<file path="config.mk">
export PLATFORM = sky130hd
export DESIGN_NAME = ps2_rx_fifo
export DESIGN_NICKNAME = d
export VERILOG_FILES = /design/src/rtl/ps2_pkg.sv /design/src/rtl/sync_fifo.sv /design/src/rtl/ps2_rx_fifo.sv
export SDC_FILE = /design/constraint.sdc
export NUM_CORES = 1
export LEC_CHECK = 0
export ABC_AREA = 1
export CAP_MARGIN = 20
export CORE_ASPECT_RATIO = 1.25
export CORE_MARGIN = 3
export CORE_UTILIZATION = 54
export DETAILED_ROUTE_END_ITERATION = 12
export GPL_TIMING_DRIVEN = 0
export PLACE_DENSITY_LB_ADDON = 0.2
export SKIP_CTS_REPAIR_TIMING = 1
export SLEW_MARGIN = 30
export SYNTH_ARGS = -nofsm -noshare
export SYNTH_HDL_FRONTEND = slang
export SYNTH_SLANG_ARGS = --single-unit
</file>
<file path="constraint.sdc">
create_clock -name clk -period 5 [get_ports clk]
set_input_delay 0.75 -clock clk [delete_from_list [all_inputs] [get_ports clk]]
set_output_delay 0.75 -clock clk [all_outputs]
set_load 0.02 [all_outputs]
</file>
<file path="src/rtl/ps2_pkg.sv">
// ps2_pkg: shared PS/2 frame layout constants and parity helper.
//   PS2_FRAME_BITS / *_IDX : bit positions within an 11-bit PS/2 frame
//   odd_parity_ok          : 1 when data plus parity bit hold an odd number of ones
package ps2_pkg;
   localparam int PS2_FRAME_BITS = 11;
   localparam int PS2_START_IDX  = 0;
   localparam int PS2_PARITY_IDX = 9;
   localparam int PS2_STOP_IDX   = 10;
   function automatic logic odd_parity_ok(input logic [7:0] data, input logic parity);
      return ^{data, parity};
   endfunction
endpackage

</file>
<file path="src/rtl/sync_fifo.sv">
// sync_fifo: byte-wide show-ahead FIFO with wrap-bit pointers.
//   clk, rst (sync, active-low) ; push/din write ; pop read
//   head  : oldest byte, 0x00 when empty
//   full, empty : occupancy flags
module sync_fifo #(
   parameter int DEPTH = 8
) (
   input  logic       clk,
   input  logic       rst,
   input  logic       push,
   input  logic       pop,
   input  logic [7:0] din,
   output logic [7:0] head,
   output logic       full,
   output logic       empty
);
   localparam int AW = $clog2(DEPTH);
   localparam logic [AW:0] ONE = 1;
   logic [AW:0] wptr, rptr;
   logic [7:0]  mem [DEPTH];
   logic        do_push, do_pop;
   assign empty   = wptr == rptr;
   assign full    = (wptr[AW] != rptr[AW]) && (wptr[AW-1:0] == rptr[AW-1:0]);
   // a push into a full FIFO is accepted when a pop frees the head slot in the same cycle
   assign do_push = push && (!full || pop);
   assign do_pop  = pop && !empty;
   assign head    = empty ? 8'h00 : mem[rptr[AW-1:0]];
   always_ff @(posedge clk) begin
      if (!rst) begin
         wptr <= '0;
         rptr <= '0;
      end else begin
         if (do_push) wptr <= wptr + ONE;
         if (do_pop)  rptr <= rptr + ONE;
      end
   end
   always_ff @(posedge clk) begin
      if (do_push) mem[wptr[AW-1:0]] <= din;
   end
endmodule

</file>
<file path="src/rtl/ps2_rx_fifo.sv">
// ps2_rx_fifo: PS/2 receiver that deframes 11-bit frames into a byte FIFO.
//   clk, rst (sync, active-low)
//   ps2_clk, ps2_data : asynchronous PS/2 pair
//   rd_en     : pop head byte (ignored while empty)
//   data_out  : head byte, 0x00 when empty ; valid : FIFO non-empty
//   overflow  : sticky, good frame dropped on full FIFO
//   frame_err : one-cycle pulse on start/stop/parity failure
module ps2_rx_fifo
   import ps2_pkg::*;
#(
   parameter int FIFO_DEPTH = 8,
   parameter int TIMEOUT    = 1000
) (
   input  logic       clk,
   input  logic       rst,
   input  logic       ps2_clk,
   input  logic       ps2_data,
   input  logic       rd_en,
   output logic [7:0] data_out,
   output logic       valid,
   output logic       overflow,
   output logic       frame_err
);
   localparam int TW = $clog2(TIMEOUT + 1);
   logic [2:0]              s;
   logic [1:0]              d;
   logic [3:0]              cnt;
   logic [PS2_STOP_IDX-1:0] shift;
   logic [TW-1:0]           tcnt;
   logic                    e, last, good, push, full, empty;
   assign e     = s[2] & ~s[1];
   assign last  = e && cnt == 4'(PS2_STOP_IDX);
   // the stop bit is never stored: it is checked straight from the synchroniser
   assign good  = ~shift[PS2_START_IDX] & d[1] & odd_parity_ok(shift[8:1], shift[PS2_PARITY_IDX]);
   assign push  = last && good;
   assign valid = !empty;
   always_ff @(posedge clk) begin
      if (!rst) begin
         s         <= '1;
         d         <= '1;
         cnt       <= '0;
         shift     <= '0;
         tcnt      <= '0;
         overflow  <= 1'b0;
         frame_err <= 1'b0;
      end else begin
         s         <= {s[1:0], ps2_clk};
         d         <= {d[0], ps2_data};
         frame_err <= last && !good;
         if (push && full && !rd_en) overflow <= 1'b1;
         if (e) begin
            if (!last) shift[cnt] <= d[1];
            cnt  <= last ? 4'd0 : cnt + 4'd1;
            tcnt <= '0;
         end else if (cnt == 4'd0) begin
            tcnt <= '0;
         end else if (tcnt == TW'(TIMEOUT - 1)) begin
            // stalled partial frame: resynchronise on the next start bit
            cnt  <= 4'd0;
            tcnt <= '0;
         end else begin
            tcnt <= tcnt + TW'(1);
         end
      end
   end
   sync_fifo #(.DEPTH(FIFO_DEPTH)) u_fifo (
      .clk   (clk),
      .rst   (rst),
      .push  (push),
      .pop   (rd_en),
      .din   (shift[8:1]),
      .head  (data_out),
      .full  (full),
      .empty (empty)
   );
endmodule

</file>
==> impl_metrics.tcl <==
set metrics [dict create \
    outcome "completed" \
    whs_ps 420 \
    clock_path_buffers 2 \
    pin_count 16 \
    syn_avg_cell_area_sq_um 9.63 \
    hold_depth 1 \
    track_usage_pct 21.0 \
    first_pass_iters 4 \
    powerDensity_mw_per_mm2 332 \
    routabilityCongestion 0.916 \
    hpwlAfterDp_microns 6430 \
    cts_root_buffer "clkbuf_8" \
    synth_nets 488 \
    crit_type "reg -> out" \
    start_kind "flip-flop" \
    portBuffers 15 \
    ant_nets 0 \
    core_sq_mm 0.00802 \
    min_to "d[1]" \
    setup_viol 0 \
    min_path_type "reg -> reg" \
    diodes 0 \
    vias_per_cell 5.43 \
    finalSetupTns_ps 0 \
    r2r_start "shift[1]" \
    rrSetupSlack_ps 2290 \
    layout-area-overhead-vs-synth_pct 11.2 \
    critPathArrivalTime_ps 2640 \
    worst_pin_slew_ps 877 \
    rsz0062_at_grt "no" \
    ys_warn_count 0 \
    reg2reg_depth 10 \
    synth_cells 476 \
    required_ps 4250 \
    leakagePower_nw 1.84 \
    final_common_cell "nor2_1" \
    vias 3269 \
    wl_per_cell_microns 15.6 \
    start_util_pct 57.2 \
    clk_pin_slew_ps 100 \
    layout-drive-gt1-share_pct 8.88 \
    ys_ff_latch 106 \
    layout_common_cells "nor2_1 (76), edfxtp_1 (64), nand2_1 (60), inv_1 (48), o21ai_0 (45)" \
    fin_crit_ps 3390 \
    cp-end-kind "primary output" \
    die_area_sq_mm 0.00964 \
    routed_wirelength_microns 9410 \
    grt_pass1_wl_microns 15300 \
    htree_levels 3 \
    fmax_mhz 295 \
    insertion_delay_ps 350 \
    grt_pass1_vias 3170 \
    overflow 0 \
    finalCritPeriodShare_pct 67.9 \
    synth_seq_area_share_pct 60.2 \
    final_nets 514 \
    grt_start_max_net_pins 18 \
    synth_cell_type_count 33 \
    cap_violations 0 \
    crit_path_max_fanout 10 \
    clock_sinks 106 \
    rr_endpoint "u_fifo.mem[1][5]" \
    clock_skew_ps 14.7 \
    drtIter0Drc 217 \
    cts_buffers 9 \
    min_from "d[0]" \
    finalHoldViolCount 0 \
    max_slew_margin_pct 41.3 \
    slew_violations 0 \
    fp-row-count 36 \
    drc 0 \
    antenna_found_initial 0 \
    ir_drop_mv 0.182 \
    die_x_microns 88.4 \
    cts_tree "built" \
    die_h_microns 109 \
    syn_area_sq_mm 0.00459 \
]
-- metal layers --
metal	wire length (microns)	GRT usage, %
met2	4990	37.6
met4	93	6.48
met1	3970	25.7
met3	356	3.40
met5	0	0
-- metrics by stage --
stage | total power [W] | cells | worst slack [ps] | util, % | instance area, sq um
after floorplan | 0.00104 | 476 | 2850 | - | 4590
after global placement | 0.00110 | 586 | 2030 | 60.5 | 4850
after detailed placement | 0.00110 | 586 | 2010 | 60.5 | 4850
after CTS | 0.00170 | 602 | 1610 | 63.6 | 5100
after global routing | 0.00176 | 602 | 1460 | 63.6 | 5100
final | 0.00169 | 602 | 1610 | 63.6 | 5100
-- cell families (layout without fill, tap and decap cells) --
kind of cell | count (synthesis) | after routing | share of synthesized area (%)
and+or+nand+nor | 199 | 199 | 20.0
DFF | 106 | 106 | 60.2
AOI/OAI and AO/OA | 91 | 91 | 10.9
buffers and inverters | 66 | 97 | 5.62
adders and majority gates | 7 | 7 | 1.91
xor gates and xnor gates | 7 | 7 | 1.34
-- how the worst max path moves through the flow --
stage | endpoint | slack (ps) | startpoint | cells after the start
after floorplan | data_out[5] | 2850 | flip-flop | 6
after global placement | data_out[5] | 2030 | flip-flop | 7
after detailed placement | data_out[5] | 2010 | flip-flop | 7
after CTS | data_out[5] | 1610 | flip-flop | 7
after global routing | data_out[5] | 1460 | flip-flop | 7
final | data_out[5] | 1610 | flip-flop | 7
-- final cells by class --
type	count	area, sq um
Tap cell	95	119
Clock buffer	11	163
Sequential cell	106	2760
Multi-Input combinational cell	304	1570
Buffer	15	66.3
Timing Repair Buffer	15	150
Fill cell	646	2920
Inverter	51	191
Clock inverter	5	81.3
-- flip-flops by register name, indices dropped and copies added (netlist names), named ones only --
register	cells
d	2
u_fifo.rptr	4
tcnt	10
shift	10
frame_err	1
s	3
overflow	1
cnt	4
u_fifo.wptr	4
u_fifo.mem	64
-- power breakdown --
part	switching, W	internal, W	leakage (nW)
clock network	0.000282	0.000327	0.121
registers	0.00000894	0.000922	0.933
logic	0.0000974	0.0000535	0.786
-- synthesized netlist by cell type --
cell      instances  share of area [%]
o31ai_1           1               0.16
ha_1              7                1.9
o21ai_0          45                4.9
nand3b_1          1               0.16
nand4_1           8                1.1
nand2_1          60                4.9
nand3_2           2               0.44
xnor2_1           3               0.57
inv_2             3               0.25
nor2_4            2               0.49
or2_2             5               0.68
buf_6             1               0.25
nand3_1           4               0.44
a21oi_1          16                1.7
a311oi_1          1               0.19
nor4_1           11                1.5
nand3_4           1               0.38
nor3b_1           2               0.33
nor3_1           15                1.6
buf_2             2               0.22
nor2_1           76                6.2
nand2_2           4               0.55
dfxtp_1          42                 18
or2_4             1               0.19
o22ai_1           8                1.1
inv_1            48                3.9
xor2_1            4               0.76
nor2_2            7               0.95
a21oi_2           1               0.19
a31oi_1          18                2.5
o21a_1            1               0.16
edfxtp_1         64                 42
clkbuf_1         12               0.98
-- worst max-delay path, stage by stage (launching register included) --
cell and delay [ps]:
dfxtp_1 400, inv_1 180, clkbuf_1 400, o21ai_0 200, o22ai_1 140, o21ai_0 130, a31oi_1 200, clkdlybuf4s50_1 630
Power figures use the tool's default switching activity.
